<file path="config.mk">
export PLATFORM = sky130hd
export DESIGN_NAME = wb_stage_reg
export DESIGN_NICKNAME = d
export VERILOG_FILES = /design/src/rtl/wb_stage_reg.sv
export SDC_FILE = /design/constraint.sdc
export NUM_CORES = 1
export LEC_CHECK = 0
export CAP_MARGIN = 5
export CORE_ASPECT_RATIO = 0.5
export CORE_UTILIZATION = 27
export CTS_BUF_LIST = sky130_fd_sc_hd__clkbuf_8
export CTS_CLUSTER_SIZE = 16
export DETAILED_ROUTE_END_ITERATION = 6
export PLACE_DENSITY = 0.61
export SYNTH_ARGS = -nofsm -noshare
export SYNTH_HDL_FRONTEND = slang
export SYNTH_SLANG_ARGS = --single-unit
</file>
<file path="constraint.sdc">
create_clock -name clk -period 4.1 [get_ports clk]
set_input_delay 1.23 -clock clk [delete_from_list [all_inputs] [get_ports clk]]
set_output_delay 1.23 -clock clk [all_outputs]
set_load 0.01 [all_outputs]
</file>
<file path="src/rtl/wb_stage_reg.sv">
// -----------------------------------------------------------------------------
// wb_stage_reg
//   Parametrised MEM->WB pipeline stage register. It latches PC, instruction,
//   destination and NSRC generic result channels together with a valid bit.
//   It produces the register-file write data through a registered one-hot
//   source select.
//
//   Update priority on each rising edge:
//     reset > req > flush > stall > load
//   All outputs are driven from registers only. No in_* signal reaches an
//   output combinationally.
//
// Parameters
//   DW        width of each result channel and of W_RegWD
//   NSRC      number of result channels
//   AW        register-file address width
//   RESET_PC  out_pc value after reset
//   EXC_PC    out_pc value after an exception request
//
// Ports
//   clk        clock, rising edge
//   reset      synchronous, active-high reset
//   req        exception/interrupt request; bubble carrying EXC_PC
//   stall      hold all stage contents
//   flush      insert a bubble; the incoming PC is kept
//   in_valid   incoming instruction valid
//   in_pc      incoming PC
//   in_instr   incoming instruction word
//   in_src     packed result channels; channel k = in_src[k*DW +: DW]
//   in_sel     one-hot write-back source select
//   in_we      register write enable
//   in_waddr   destination register
//   out_valid  stage holds a valid instruction
//   out_pc     registered PC
//   out_instr  registered instruction
//   out_we     qualified write enable (valid, enabled, destination != 0)
//   out_waddr  registered destination
//   out_sel    registered select
//   W_RegWD    selected write-back data; 0 when the stage is invalid or the
//              select is not one-hot
//   out_retired (only with WB_RETIRE_CNT_EN) 32-bit count of instructions
//              that left the stage
//
// Optional feature macro: WB_RETIRE_CNT_EN
// -----------------------------------------------------------------------------
module wb_stage_reg #(
  parameter int unsigned DW       = 32,
  parameter int unsigned NSRC     = 6,
  parameter int unsigned AW       = 5,
  parameter logic [31:0] RESET_PC = 32'h0000_3000,
  parameter logic [31:0] EXC_PC   = 32'h0000_4180
) (
  input  logic               clk,
  input  logic               reset,
  input  logic               req,
  input  logic               stall,
  input  logic               flush,
  input  logic               in_valid,
  input  logic [31:0]        in_pc,
  input  logic [31:0]        in_instr,
  input  logic [NSRC*DW-1:0] in_src,
  input  logic [NSRC-1:0]    in_sel,
  input  logic               in_we,
  input  logic [AW-1:0]      in_waddr,
  output logic               out_valid,
  output logic [31:0]        out_pc,
  output logic [31:0]        out_instr,
  output logic               out_we,
  output logic [AW-1:0]      out_waddr,
  output logic [NSRC-1:0]    out_sel,
`ifdef WB_RETIRE_CNT_EN
  output logic [31:0]        out_retired,
`endif
  output logic [DW-1:0]      W_RegWD
);

  logic               valid_q, valid_d;
  logic [31:0]        pc_q,    pc_d;
  logic [31:0]        instr_q, instr_d;
  logic [NSRC*DW-1:0] src_q,   src_d;
  logic [NSRC-1:0]    sel_q,   sel_d;
  logic               we_q,    we_d;
  logic [AW-1:0]      waddr_q, waddr_d;

  // Next-state selection. Reset is applied in the sequential block. req and
  // flush both override stall, so a bubble can always be injected.
  always_comb begin
    valid_d = valid_q;
    pc_d    = pc_q;
    instr_d = instr_q;
    src_d   = src_q;
    sel_d   = sel_q;
    we_d    = we_q;
    waddr_d = waddr_q;
    if (req) begin
      valid_d = 1'b0;
      pc_d    = EXC_PC;
      instr_d = '0;
      src_d   = '0;
      sel_d   = '0;
      we_d    = 1'b0;
      waddr_d = '0;
    end else if (flush) begin
      valid_d = 1'b0;
      pc_d    = in_pc;
      instr_d = '0;
      src_d   = '0;
      sel_d   = '0;
      we_d    = 1'b0;
      waddr_d = '0;
    end else if (!stall) begin
      valid_d = in_valid;
      pc_d    = in_pc;
      instr_d = in_instr;
      src_d   = in_src;
      sel_d   = in_sel;
      we_d    = in_we;
      waddr_d = in_waddr;
    end
  end

  always_ff @(posedge clk) begin
    if (reset) begin
      valid_q <= 1'b0;
      pc_q    <= RESET_PC;
      instr_q <= '0;
      src_q   <= '0;
      sel_q   <= '0;
      we_q    <= 1'b0;
      waddr_q <= '0;
    end else begin
      valid_q <= valid_d;
      pc_q    <= pc_d;
      instr_q <= instr_d;
      src_q   <= src_d;
      sel_q   <= sel_d;
      we_q    <= we_d;
      waddr_q <= waddr_d;
    end
  end

  // Write-back mux. It is an AND-OR over the channels, qualified by a strict
  // one-hot test. A zero or multi-hot select yields 0 instead of an OR of
  // several channels.
  logic          sel_onehot;
  logic [DW-1:0] mux_or;

  always_comb begin
    sel_onehot = (sel_q != '0) && ((sel_q & (sel_q - 1'b1)) == '0);
    mux_or     = '0;
    for (int unsigned k = 0; k < NSRC; k++) begin
      if (sel_q[k]) begin
        mux_or = mux_or | src_q[k*DW +: DW];
      end
    end
  end

  assign W_RegWD   = (valid_q && sel_onehot) ? mux_or : '0;
  assign out_we    = valid_q & we_q & (waddr_q != '0);
  assign out_valid = valid_q;
  assign out_pc    = pc_q;
  assign out_instr = instr_q;
  assign out_waddr = waddr_q;
  assign out_sel   = sel_q;

`ifdef WB_RETIRE_CNT_EN
  // An instruction retires when it leaves the stage, which happens on any
  // unstalled edge. req and flush replace it but still count it.
  logic [31:0] retired_q, retired_d;

  always_comb begin
    retired_d = retired_q;
    if (valid_q && !stall) begin
      retired_d = retired_q + 32'd1;
    end
  end

  always_ff @(posedge clk) begin
    if (reset) begin
      retired_q <= '0;
    end else begin
      retired_q <= retired_d;
    end
  end

  assign out_retired = retired_q;
`endif

endmodule

</file>
# Word level (Yosys, flattened, before mapping)
# Index checks and enable logic that the tools add are counted.
# Widths: inputs -> output; s select.
# op_classes
add_sub_neg	1
n_eq_ne	2
muxes	10
n_bitwise	8
reduce_logical	7
# ops
operator	n
$mux 32	9
$or 32x32->32	5
$mux 15	1
$and 6x6->6	1
$logic_not 6->1	1
$reduce_bool 6->1	1
$sub 6x1->6 const B	1
$reduce_bool 5->1	1
$ne 3x2->1 const B	1
$reduce_or 3->1	1
$and 1x1->1	2
$logic_and 1x1->1	2
$ne 2x1->1 const B	1
$reduce_or 2->1	1
# word_totals
regBits	269
out_inout_bits	109

# Logic depth before layout (Yosys ltp)
# logic_depth
ltp_word	12
ltp_mapped	6

# Worst setup path after synthesis
# Ideal clock, no wire load.
# synth_timing
path_type	reg-to-output
from	register sel_q[1] (netlist: out_sel[1])
to	output W_RegWD[10]
t_arrival_ns	1.786
required_time_ns	2.870
slack_ns	1.084
stages_incl_launch_ff	7
cell_sequence	dfxtp_1 -> buf_2 -> or4_4 -> mux2_4 -> o21ai_2 -> buf_6 -> a31oi_1
# synth_via
elab_chain_cells	10
elab_cells_between_ends	16
cone_classes	add/sub: 1; mux: 6; bitwise: 5; reduce/logical: 4
# synth_rtl
element	line_no	source
start: declaration	81	logic [NSRC-1:0] sel_q, sel_d;
start signal: assignment	136	sel_q <= sel_d;
$mux 32	152	if (sel_q[k]) begin
$or 32x32->32	153	mux_or = mux_or | src_q[k*DW +: DW];
$mux 32	152	
$or 32x32->32	153	
$mux 32	152	
$or 32x32->32	153	
$mux 32	152	
$or 32x32->32	153	
$mux 32	152	
$mux 32 *	158	assign W_RegWD = (valid_q && sel_onehot) ? mux_or : '0;
end: declaration	74	output logic [DW-1:0] W_RegWD
# Every way passes the cells marked *; elsewhere a longest branch is shown, timed or not.

# Worst setup path after layout
# layout_timing
from	register sel_q[0] (netlist: out_sel[0])
to	output W_RegWD[22]
# layout_via
elab_chain_cells	12
elab_cells_between_ends	18
cone_classes	add/sub: 1; mux: 7; bitwise: 6; reduce/logical: 4
# layout_rtl
element	line_no
$mux 32	152
$or 32x32->32	153
$mux 32	152
$or 32x32->32	153
$mux 32	152
$or 32x32->32	153
$mux 32	152
$or 32x32->32	153
$mux 32	152
$or 32x32->32	153
$mux 32	152
$mux 32 *	158
# Marks and branches as above.

==> flow_summary.ini <==
[outcome]
outcome = finished clean

[cts]
cts_tree = yes
postCtsHoldBufs = 0
h-tree-depth = 2
worstSkewPairLatency_ns = 0.56
clock-root-buffer = clkbuf_8
clockBufferDepth = 3
cts_buffers = 43
clock-sinks = 269
path_clk_slew_ns = 0.06

[cells_and_area]
multi_input_area_um2 = 4760
mostFrequentLayoutCells = clkdlybuf4s50_1, dfxtp_1, mux2i_1, nor2_1, a22oi_1
final_common_cell = clkdlybuf4s50_1
layout.area.seq_um2 = 5390
fill_cells = 3771
syn2layout_area_growth_pct = 51.0
nets = 1705
drive_gt1_share_pct = 6.63

[yosys]
synth_cells = 1072
syn_nets = 1346
ys_ff_latch = 269
synth.top_cell.area_share_pct = 51.4
synth.area.top_cells = dfxtp_1, mux2i_1, nor2_1
yosysSeqAreaShare_pct = 51.4
synth_cell_type_count = 24
synth_area_per_cell_um2 = 9.77
synth_warnings = 0
yosysTopAreaCell = dfxtp_1
synth_area_um2 = 10500

[sta]
tightest_slew_ns = 0.755
fin_crit_ns = 3.99
setup_ws_ns = 0.112
slew-limit-headroom_pct = 49.7
skew_ns = 0
max_freq_mhz = 251
setup_viol = 0
period_share_pct = 97.3
slew_violations = 0
hold_viol = 0

[pwr]
p_clk_share_pct = 41.6
power.density_nw_per_um2 = 361
p_sw_mw = 1.38
power_mw = 5.72
combPwrFrac_pct = 11.1
pwr-share-seq_pct = 47.3
leakage_nw = 6.57
p_sw_share_pct = 24.1
peakVddDrop_mv = 0.171
internal-power_mw = 4.34

[placed_design]
numPortBuffers = 382
place_congestion = 0.872
pre_cts_ws_ns = 0.311
place_hpwl_mm = 26.8

[drt]
drtPass1Iterations = 5
initialDrtViolationCount = 574
drt-vias-per-instance = 4.58
drt_wl_total_mm = 38.0
drc = 0
vias = 9122
wl_per_cell_um = 19.1
postRouteAntennaNets = 0

[grt]
globalRouteMet1Util_pct = 21.2
grtUsageMet2_pct = 32.0
antenna_found_initial = 9
busiest_layer = met2
grt_pass1_vias = 8937
gr-usage-met3_pct = 4.07
track_usage_pct = 18.5
grt_max_degree = 106
grt_pass1_wl_mm = 55.4
grt_remaining_overflow = 0

[setup_path]
critPathArrivalTime_ns = 2.76
cp_max_fo = 16
cpPeakStageDelay_ns = 0.56
cp-end-kind = primary output
worstSetupPathType = register to primary output
critPathLaunchType = register
critPathBufInv = 3
slowest_stage = or4_4
critPathTopFamily = buffers and inverters
cp.required_ns = 2.87
cp_cell_sequence = or4_4, nor3b_4, buf_4, o21ai_4, buf_12, a31oi_1, clkdlybuf4s50_1

[floorplanning]
core_um2 = 37800
ios = 383
die-area_um2 = 39600
fp.dieW_um = 281
initial_core_util_pct = 27.7
die_h_um = 141
placementRows = 50

[worst_hold_path]
holdCritPathClass = register to register

[job]
cap_violations = 0
==> cell type report <==
| class | count | share of cell area, % |
|---|---|---|
| well taps | 520 | 4.11 |
| repair buffers | 404 | 26.0 |
| flip-flops and latches | 269 | 34.1 |
| multi-input cells | 712 | 30.1 |
| inverters | 1 | 0.0237 |
| clock buffers | 55 | 4.78 |
| diodes | 9 | 0.142 |
| clock inverters | 22 | 0.807 |
==> power by group through the flow <==
stage	Sequential [mW]	Combinational (mW)	Clock [mW]
final	2.70	0.636	2.38
after global routing	2.71	0.683	2.60
after CTS	2.70	0.641	2.47
after detailed placement	2.76	0.634	0
after global placement	2.76	0.633	0
after floorplan	2.76	0.261	0
==> routing by layer <==
metal	wire length, um	vias to the layer above
met3	1720	99
met1	15200	4347
met5	0	-
met4	1800	0
li1	-	4464
met2	19300	212
==> final timing paths <==
check                           from                 endpoint  slack, ns  cells past startpoint
max          out_sel[0]$_SDFFE_PP0N_              W_RegWD[22]       0.11                      7
min reg2reg  out_pc[21]$_SDFFE_PP0P_  out_pc[21]$_SDFFE_PP0P_       0.45                      2
max reg2reg  out_sel[0]$_SDFFE_PP0N_  out_sel[0]$_SDFFE_PP0N_       2.96                      3
min          out_pc[21]$_SDFFE_PP0P_  out_pc[21]$_SDFFE_PP0P_       0.45                      2
==> through the flow <==
stage	utilization, %	TNS (ns)	hold WS, ns	cell area, um2	instances
global route	41.9	-0.192	0.476	15800	1992
CTS	41.6	0	0.451	15700	1981
detailed placement	39.1	0	0.443	14800	1900
floorplan	-	0	0.464	10500	1072
finish	41.9	0	0.447	15800	1992
global placement	39.1	0	0.437	14800	1900
==> logic make-up (layout without fill, tap and decap cells) <==
family	count (synthesis)	in the layout	share of synthesized area, %
compound gates	165	166	10.8
simple gates	306	306	11.2
flops	269	269	51.4
buf+inv	92	482	3.63
mux	240	240	23.0
other cells	0	9	0
==> cell usage after synthesis <==
cell / instances
a211oi_1: 2
a21oi_1: 27
a22oi_1: 96
a31oi_1: 35
buf_1: 2
buf_2: 4
buf_6: 4
clkbuf_1: 81
dfxtp_1: 269
inv_1: 1
mux2_4: 1
mux2i_1: 239
nand2_1: 60
nand2b_1: 1
nor2_1: 238
nor2b_1: 2
nor3b_1: 1
o21a_1: 1
o21ai_2: 1
o21bai_1: 2
o311a_1: 1
or2_2: 1
or3_1: 2
or4_4: 1
==> registers in the layout (all words and copies together), names as in the netlist <==
register / count
out_pc: 32
out_sel: 6
out_valid: 1
out_instr: 32
src_q: 192
out_waddr: 5
we_q: 1
==> worst register-to-register path, delay by kind of cell (launching register included) <==
kind	cells	cell delay [ns]
mux	1	0.15
simple gates	1	0.15
flops	1	0.33
buf+inv	1	0.44
==> what timing repair did <==
item                                    CTS  global route
endpoints found under the setup margin   32            32
hold endpoints to repair                  0             0
pin swaps                                 3             1
gates cloned                              1             0
gates resized for setup                   3            23
buffers inserted                          3             2
Power figures use the tool's default switching activity.
